===== config.mk =====
export PLATFORM = sky130hd
export DESIGN_NAME = apb_req_arbiter
export DESIGN_NICKNAME = d
export VERILOG_FILES = /design/src/rtl/apb_req_arbiter.sv
export SDC_FILE = /design/constraint.sdc
export NUM_CORES = 1
export LEC_CHECK = 0
export ABC_AREA = 0
export BUFFER_PORTS_ARGS = -buffer_cell sky130_fd_sc_hd__buf_2
export CAP_MARGIN = 5
export CORE_ASPECT_RATIO = 0.9
export CORE_UTILIZATION = 42
export DETAILED_ROUTE_END_ITERATION = 10
export MAX_ROUTING_LAYER = met4
export PLACE_DENSITY_LB_ADDON = 0.1
export SLEW_MARGIN = 20
export SYNTH_ARGS = -nofsm -noshare
export SYNTH_HDL_FRONTEND = slang
export SYNTH_SLANG_ARGS = --single-unit

===== constraint.sdc =====
create_clock -name clk -period 5.1 [get_ports clk]
set_input_delay 0.255 -clock clk [delete_from_list [all_inputs] [get_ports clk]]
set_output_delay 0.255 -clock clk [all_outputs]
set_load 0.01 [all_outputs]

===== src/rtl/apb_req_arbiter.sv =====
// Round-robin (or fixed priority with ARB_FIXED_PRIO_EN) sharing of one APB master port; 3 cycles psel->pready when the slave is ready at once.
// Losers hold psel until served; stalled ACCESS phases abort after TIMEOUT_CYC cycles with pslverr and prdata=16'hFFFF.
module apb_req_arbiter #(
  parameter int NUM_REQ     = 2,
  parameter int TIMEOUT_CYC = 256,
  parameter int CNT_W       = 8
) (
  input  logic                    clk,
  input  logic                    rstn,
  input  logic [NUM_REQ*32-1:0]   s_paddr,
  input  logic [NUM_REQ-1:0]      s_pwrite,
  input  logic [NUM_REQ-1:0]      s_psel,
  input  logic [NUM_REQ-1:0]      s_penable,
  input  logic [NUM_REQ*16-1:0]   s_pwdata,
  output logic [NUM_REQ-1:0]      s_pready,
  output logic [15:0]             s_prdata,
  output logic [NUM_REQ-1:0]      s_pslverr,
  output logic [31:0]             m_paddr,
  output logic                    m_pwrite,
  output logic                    m_psel,
  output logic                    m_penable,
  output logic [15:0]             m_pwdata,
  input  logic                    m_pready,
  input  logic [15:0]             m_prdata,
  input  logic                    m_pslverr,
  output logic [NUM_REQ-1:0]      grant,
  output logic                    busy,
  output logic                    timeout_pulse
);

  localparam int IDX_W = (NUM_REQ > 1) ? $clog2(NUM_REQ) : 1;

  typedef enum logic [1:0] {IDLE, SETUP, ACCESS, RESP} state_t;

  state_t           state;
  logic [CNT_W-1:0] tmo_cnt;
  logic             tmo_hit;
  logic             win_vld;
  logic [IDX_W-1:0] win_idx;

  // Requesters drive penable for their own APB handshake only; arbitration keys on psel.
  logic unused_penable;
  assign unused_penable = ^s_penable;

  assign tmo_hit = (tmo_cnt == CNT_W'(TIMEOUT_CYC - 1));

`ifdef ARB_FIXED_PRIO_EN
  always_comb begin
    win_vld = 1'b0;
    win_idx = '0;
    for (int k = NUM_REQ - 1; k >= 0; k--) begin
      if (s_psel[k]) begin
        win_vld = 1'b1;
        win_idx = IDX_W'(k);
      end
    end
  end
`else
  logic [IDX_W-1:0] rr_ptr;
  logic [IDX_W-1:0] g_idx;
  int               cand;

  // Search starts at rr_ptr and wraps, so the last owner is checked last.
  always_comb begin
    win_vld = 1'b0;
    win_idx = '0;
    cand    = 0;
    for (int k = 0; k < NUM_REQ; k++) begin
      cand = (int'(rr_ptr) + k) % NUM_REQ;
      if (!win_vld && s_psel[IDX_W'(cand)]) begin
        win_vld = 1'b1;
        win_idx = IDX_W'(cand);
      end
    end
  end
`endif

  always_ff @(posedge clk or negedge rstn) begin
    if (!rstn) begin
      state         <= IDLE;
      tmo_cnt       <= '0;
      grant         <= '0;
      busy          <= 1'b0;
      timeout_pulse <= 1'b0;
      m_paddr       <= '0;
      m_pwrite      <= 1'b0;
      m_psel        <= 1'b0;
      m_penable     <= 1'b0;
      m_pwdata      <= '0;
      s_pready      <= '0;
      s_pslverr     <= '0;
      s_prdata      <= '0;
`ifndef ARB_FIXED_PRIO_EN
      rr_ptr        <= '0;
      g_idx         <= '0;
`endif
    end else begin
      case (state)
        IDLE: begin
          if (win_vld) begin
            state    <= SETUP;
            busy     <= 1'b1;
            grant    <= NUM_REQ'(1) << win_idx;
            m_psel   <= 1'b1;
            m_paddr  <= s_paddr[win_idx*32 +: 32];
            m_pwrite <= s_pwrite[win_idx];
            m_pwdata <= s_pwdata[win_idx*16 +: 16];
`ifndef ARB_FIXED_PRIO_EN
            g_idx    <= win_idx;
`endif
          end
        end
        SETUP: begin
          state     <= ACCESS;
          m_penable <= 1'b1;
          tmo_cnt   <= '0;
        end
        ACCESS: begin
          if (m_pready || tmo_hit) begin
            state     <= RESP;
            m_psel    <= 1'b0;
            m_penable <= 1'b0;
            m_paddr   <= '0;
            m_pwrite  <= 1'b0;
            m_pwdata  <= '0;
            s_pready  <= grant;
            // A response arriving on the last allowed cycle still counts as a normal completion.
            if (m_pready) begin
              s_prdata  <= m_prdata;
              s_pslverr <= grant & {NUM_REQ{m_pslverr}};
            end else begin
              s_prdata      <= 16'hFFFF;
              s_pslverr     <= grant;
              timeout_pulse <= 1'b1;
            end
          end else begin
            tmo_cnt <= tmo_cnt + 1'b1;
          end
        end
        RESP: begin
          state         <= IDLE;
          s_pready      <= '0;
          s_pslverr     <= '0;
          s_prdata      <= '0;
          timeout_pulse <= 1'b0;
          grant         <= '0;
          busy          <= 1'b0;
`ifndef ARB_FIXED_PRIO_EN
          rr_ptr        <= (g_idx == IDX_W'(NUM_REQ - 1)) ? '0 : g_idx + 1'b1;
`endif
        end
        default: state <= IDLE;
      endcase
    end
  end

endmodule


==> results_dict.tcl <==
set metrics [dict create \
    place_ws_ns 2.66 \
    cts_tree "yes" \
    dieArea_um2 10200 \
    fin_util 0.570 \
    cts_setup_buffers 0 \
    synth_compound_area_frac 0.188 \
    netlist_area_um2 4120 \
    slew_violations 0 \
    grt_pass1_vias 3144 \
    areaGrowthSynthToFinish_pct 29.3 \
    holdWs_ns -0.0695 \
    postPlaceCellArea_um2 5140 \
    drt_pass1_iterations 4 \
    peakVddDrop_mv 0.214 \
    antenna_found_initial 0 \
    synth_cell_types 39 \
    min_period_ns 2.42 \
    grt_pass1_wl_mm 15.4 \
    finalNonFillerCells 645 \
    crit_slowest_cell "dfrtp_1" \
    cp.required_ns 5.37 \
    totalPowerFinal_mw 2.86 \
    async_reset_ff_frac 1.00 \
    cts_sinks 87 \
    drive_gt1_frac 0.428 \
    initial_utilization 0.441 \
    diodes 0 \
    antenna_left 0 \
    grt_max_degree 88 \
    die_x_um 106 \
    endpoint_kind "flop" \
    worst-path-buf-inv 2 \
    wl_mm 9.78 \
    grt_usage 0.202 \
    fin_crit_sh 0.475 \
    hold_path.class "input pin to asynchronous set/reset pin" \
    finClkSkew_ns 0.0129 \
    synth_top_family_by_area "compound AO/OA/AOI/OAI gates" \
    critPathLaunchType "flop" \
    cts_root_buf "clkbuf_8" \
    slew_headroom 0.387 \
    status "finished with violations" \
    avgSynthCellArea_um2 12.2 \
    n_fill_cell 861 \
    clk_path_buf_depth 2 \
    leakage_nw 2.94 \
    final-setup-viol-count 0 \
    fmax_mhz 413 \
    drc 0 \
    gr-total-overflow 0 \
    clkLatencyLatePin_ns 0.36 \
    hold_buffers 0 \
    power_density_nw_per_um2 537 \
    io_buffers 193 \
    synth_cells 337 \
    nNetsFinal 645 \
    core_um2 9330 \
    synth-seq-area-share 0.529 \
    num_rows 33 \
    cpPeakStageDelay_ns 0.43 \
    synth_fa_ha_area_frac 0.0152 \
    crit_family "compound AO/OA/AOI/OAI gates" \
    muxShareOfSynthArea 0.139 \
    worst_slew_pin_slew_ns 0.919 \
    num_vias 3332 \
    rsz0062_at_grt "false" \
    worst-path-max-fanout 32 \
    synthFlopType "dfrtp_1" \
    clk_pin_slew_ns 0.08 \
    die_h_um 95.9 \
    cts_made_buffers 9 \
    fin_ws_ns 2.68 \
    path_cells "inv_1 -> ha_1 -> nor2b_1 -> o21ai_4 -> o211ai_4 -> buf_4 -> o2bb2ai_1" \
    violations "hold timing" \
    crit_arrival_ns 2.69 \
    post-dp-hpwl_mm 7.01 \
    via_per_inst 5.17 \
    ios 197 \
    synth-xor-area-share 0 \
    synth_edf_count 0 \
    drv_cap 0 \
    ctsResizeCount 0 \
    final_cell_area_um2 5320 \
    cts.htree.levels 3 \
    synth_fp_nets 464 \
    synthSimpleGateAreaFrac 0.0909 \
    wl_per_cell_um 15.2 \
    yosysWarningCount 0 \
    first_iter_violations 119 \
    ys_ff_latch 87 \
    dp.cells 629 \
    fin_setup_tns_ns 0 \
    hold_viol 65 \
    routabilityCongestion 0.740 \
    path_class "flop to flop" \
]
cell usage in the layout (no fill, tap or decap), types with 3 or more instances in the layout:
cell type and n:
a211o_1 3, a21oi_1 9, a22o_1 19, and3_1 5
buf_2 192, buf_4 3, clkbuf_8 10, dfrtp_1 87
ha_1 5, inv_1 6, mux2i_1 52, nand2_1 9
nand2b_1 20, nand3_1 8, nor2_1 5, nor3_1 5
o21ai_0 3, o2bb2ai_1 49
worst paths after layout:
| path | endpoint | start | cells after the start | slack, ns |
|---|---|---|---|---|
| max reg2reg | m_paddr[4]$_DFFE_PN0P_ | state[0]$_DFFE_PN0P_ | 7 | 2.68 |
| min in group clk | m_paddr[0]$_DFFE_PN0P_ | s_paddr[32] | 3 | 0.17 |
| max in group asynchronous | tmo_cnt[4]$_DFFE_PN0P_ | rstn | 1 | 4.60 |
| max | m_paddr[4]$_DFFE_PN0P_ | state[0]$_DFFE_PN0P_ | 7 | 2.68 |
| min reg2reg | rr_ptr$_DFFE_PN0P_ | g_idx$_DFFE_PN0P_ | 1 | 0.44 |
| min | tmo_cnt[5]$_DFFE_PN0P_ | rstn | 1 | -0.07 |
area by class of cell:
class / count / area, um2 / area share
Tap cell: 122 / 153 / 0.0287
Clock buffer: 11 / 141 / 0.0266
Timing Repair Buffer: 196 / 995 / 0.187
Clock inverter: 5 / 41.3 / 0.00776
Inverter: 6 / 22.5 / 0.00423
Sequential cell: 87 / 2180 / 0.409
Multi-Input combinational cell: 218 / 1790 / 0.337
metal layers:
layer  track usage  wire [um]  vias up
li1              -          -     1618
met4        0.0671         94        0
met1         0.252       4340     1584
met5             -          0        -
met2         0.327       4760      122
met3        0.0467        581        8
cells by family (layout without fill, tap and decap cells):
group | after synthesis | count (layout)
compound gates | 93 | 93
fa+ha+maj | 5 | 5
simple gates | 64 | 64
flops | 87 | 87
mux | 56 | 56
buf+inv | 32 | 218
sequential cells by signal, summed over array words and instances (netlist names):
register and count:
m_paddr 32, m_pwdata 16, s_prdata 16, tmo_cnt 8
grant 2, s_pready 2, s_pslverr 2, state 2
busy 1, g_idx 1, m_penable 1, m_psel 1
m_pwrite 1, rr_ptr 1, timeout_pulse 1
power by group:
part           total, mW  leakage [nW]  internal, mW  switching (mW)
Clock              0.445        0.0861         0.194           0.251
Combinational       1.29          1.71         0.570           0.718
Sequential          1.13          1.15         0.965           0.160
Total               2.86          2.94          1.73            1.13
Yosys cell counts, types with 2 or more instances:
cell,count,share of area
a22o_1,19,0.040
mux2_2,2,0.0055
o2bb2ai_1,49,0.10
and2_1,2,0.0030
inv_1,6,0.0055
a21o_1,2,0.0036
a211o_1,3,0.0064
nand2_1,10,0.0091
nor2_1,5,0.0046
buf_4,2,0.0036
nand2b_1,20,0.030
clkbuf_1,11,0.010
nor3_1,5,0.0061
o21ai_0,3,0.0036
buf_6,2,0.0055
nor2b_1,2,0.0030
a21oi_1,9,0.011
mux2_4,2,0.0073
mux2i_1,52,0.13
ha_1,5,0.015
and3_1,5,0.0076
buf_2,11,0.013
nand3_1,8,0.0097
dfrtp_1,87,0.53
Power figures use the tool's default switching activity.
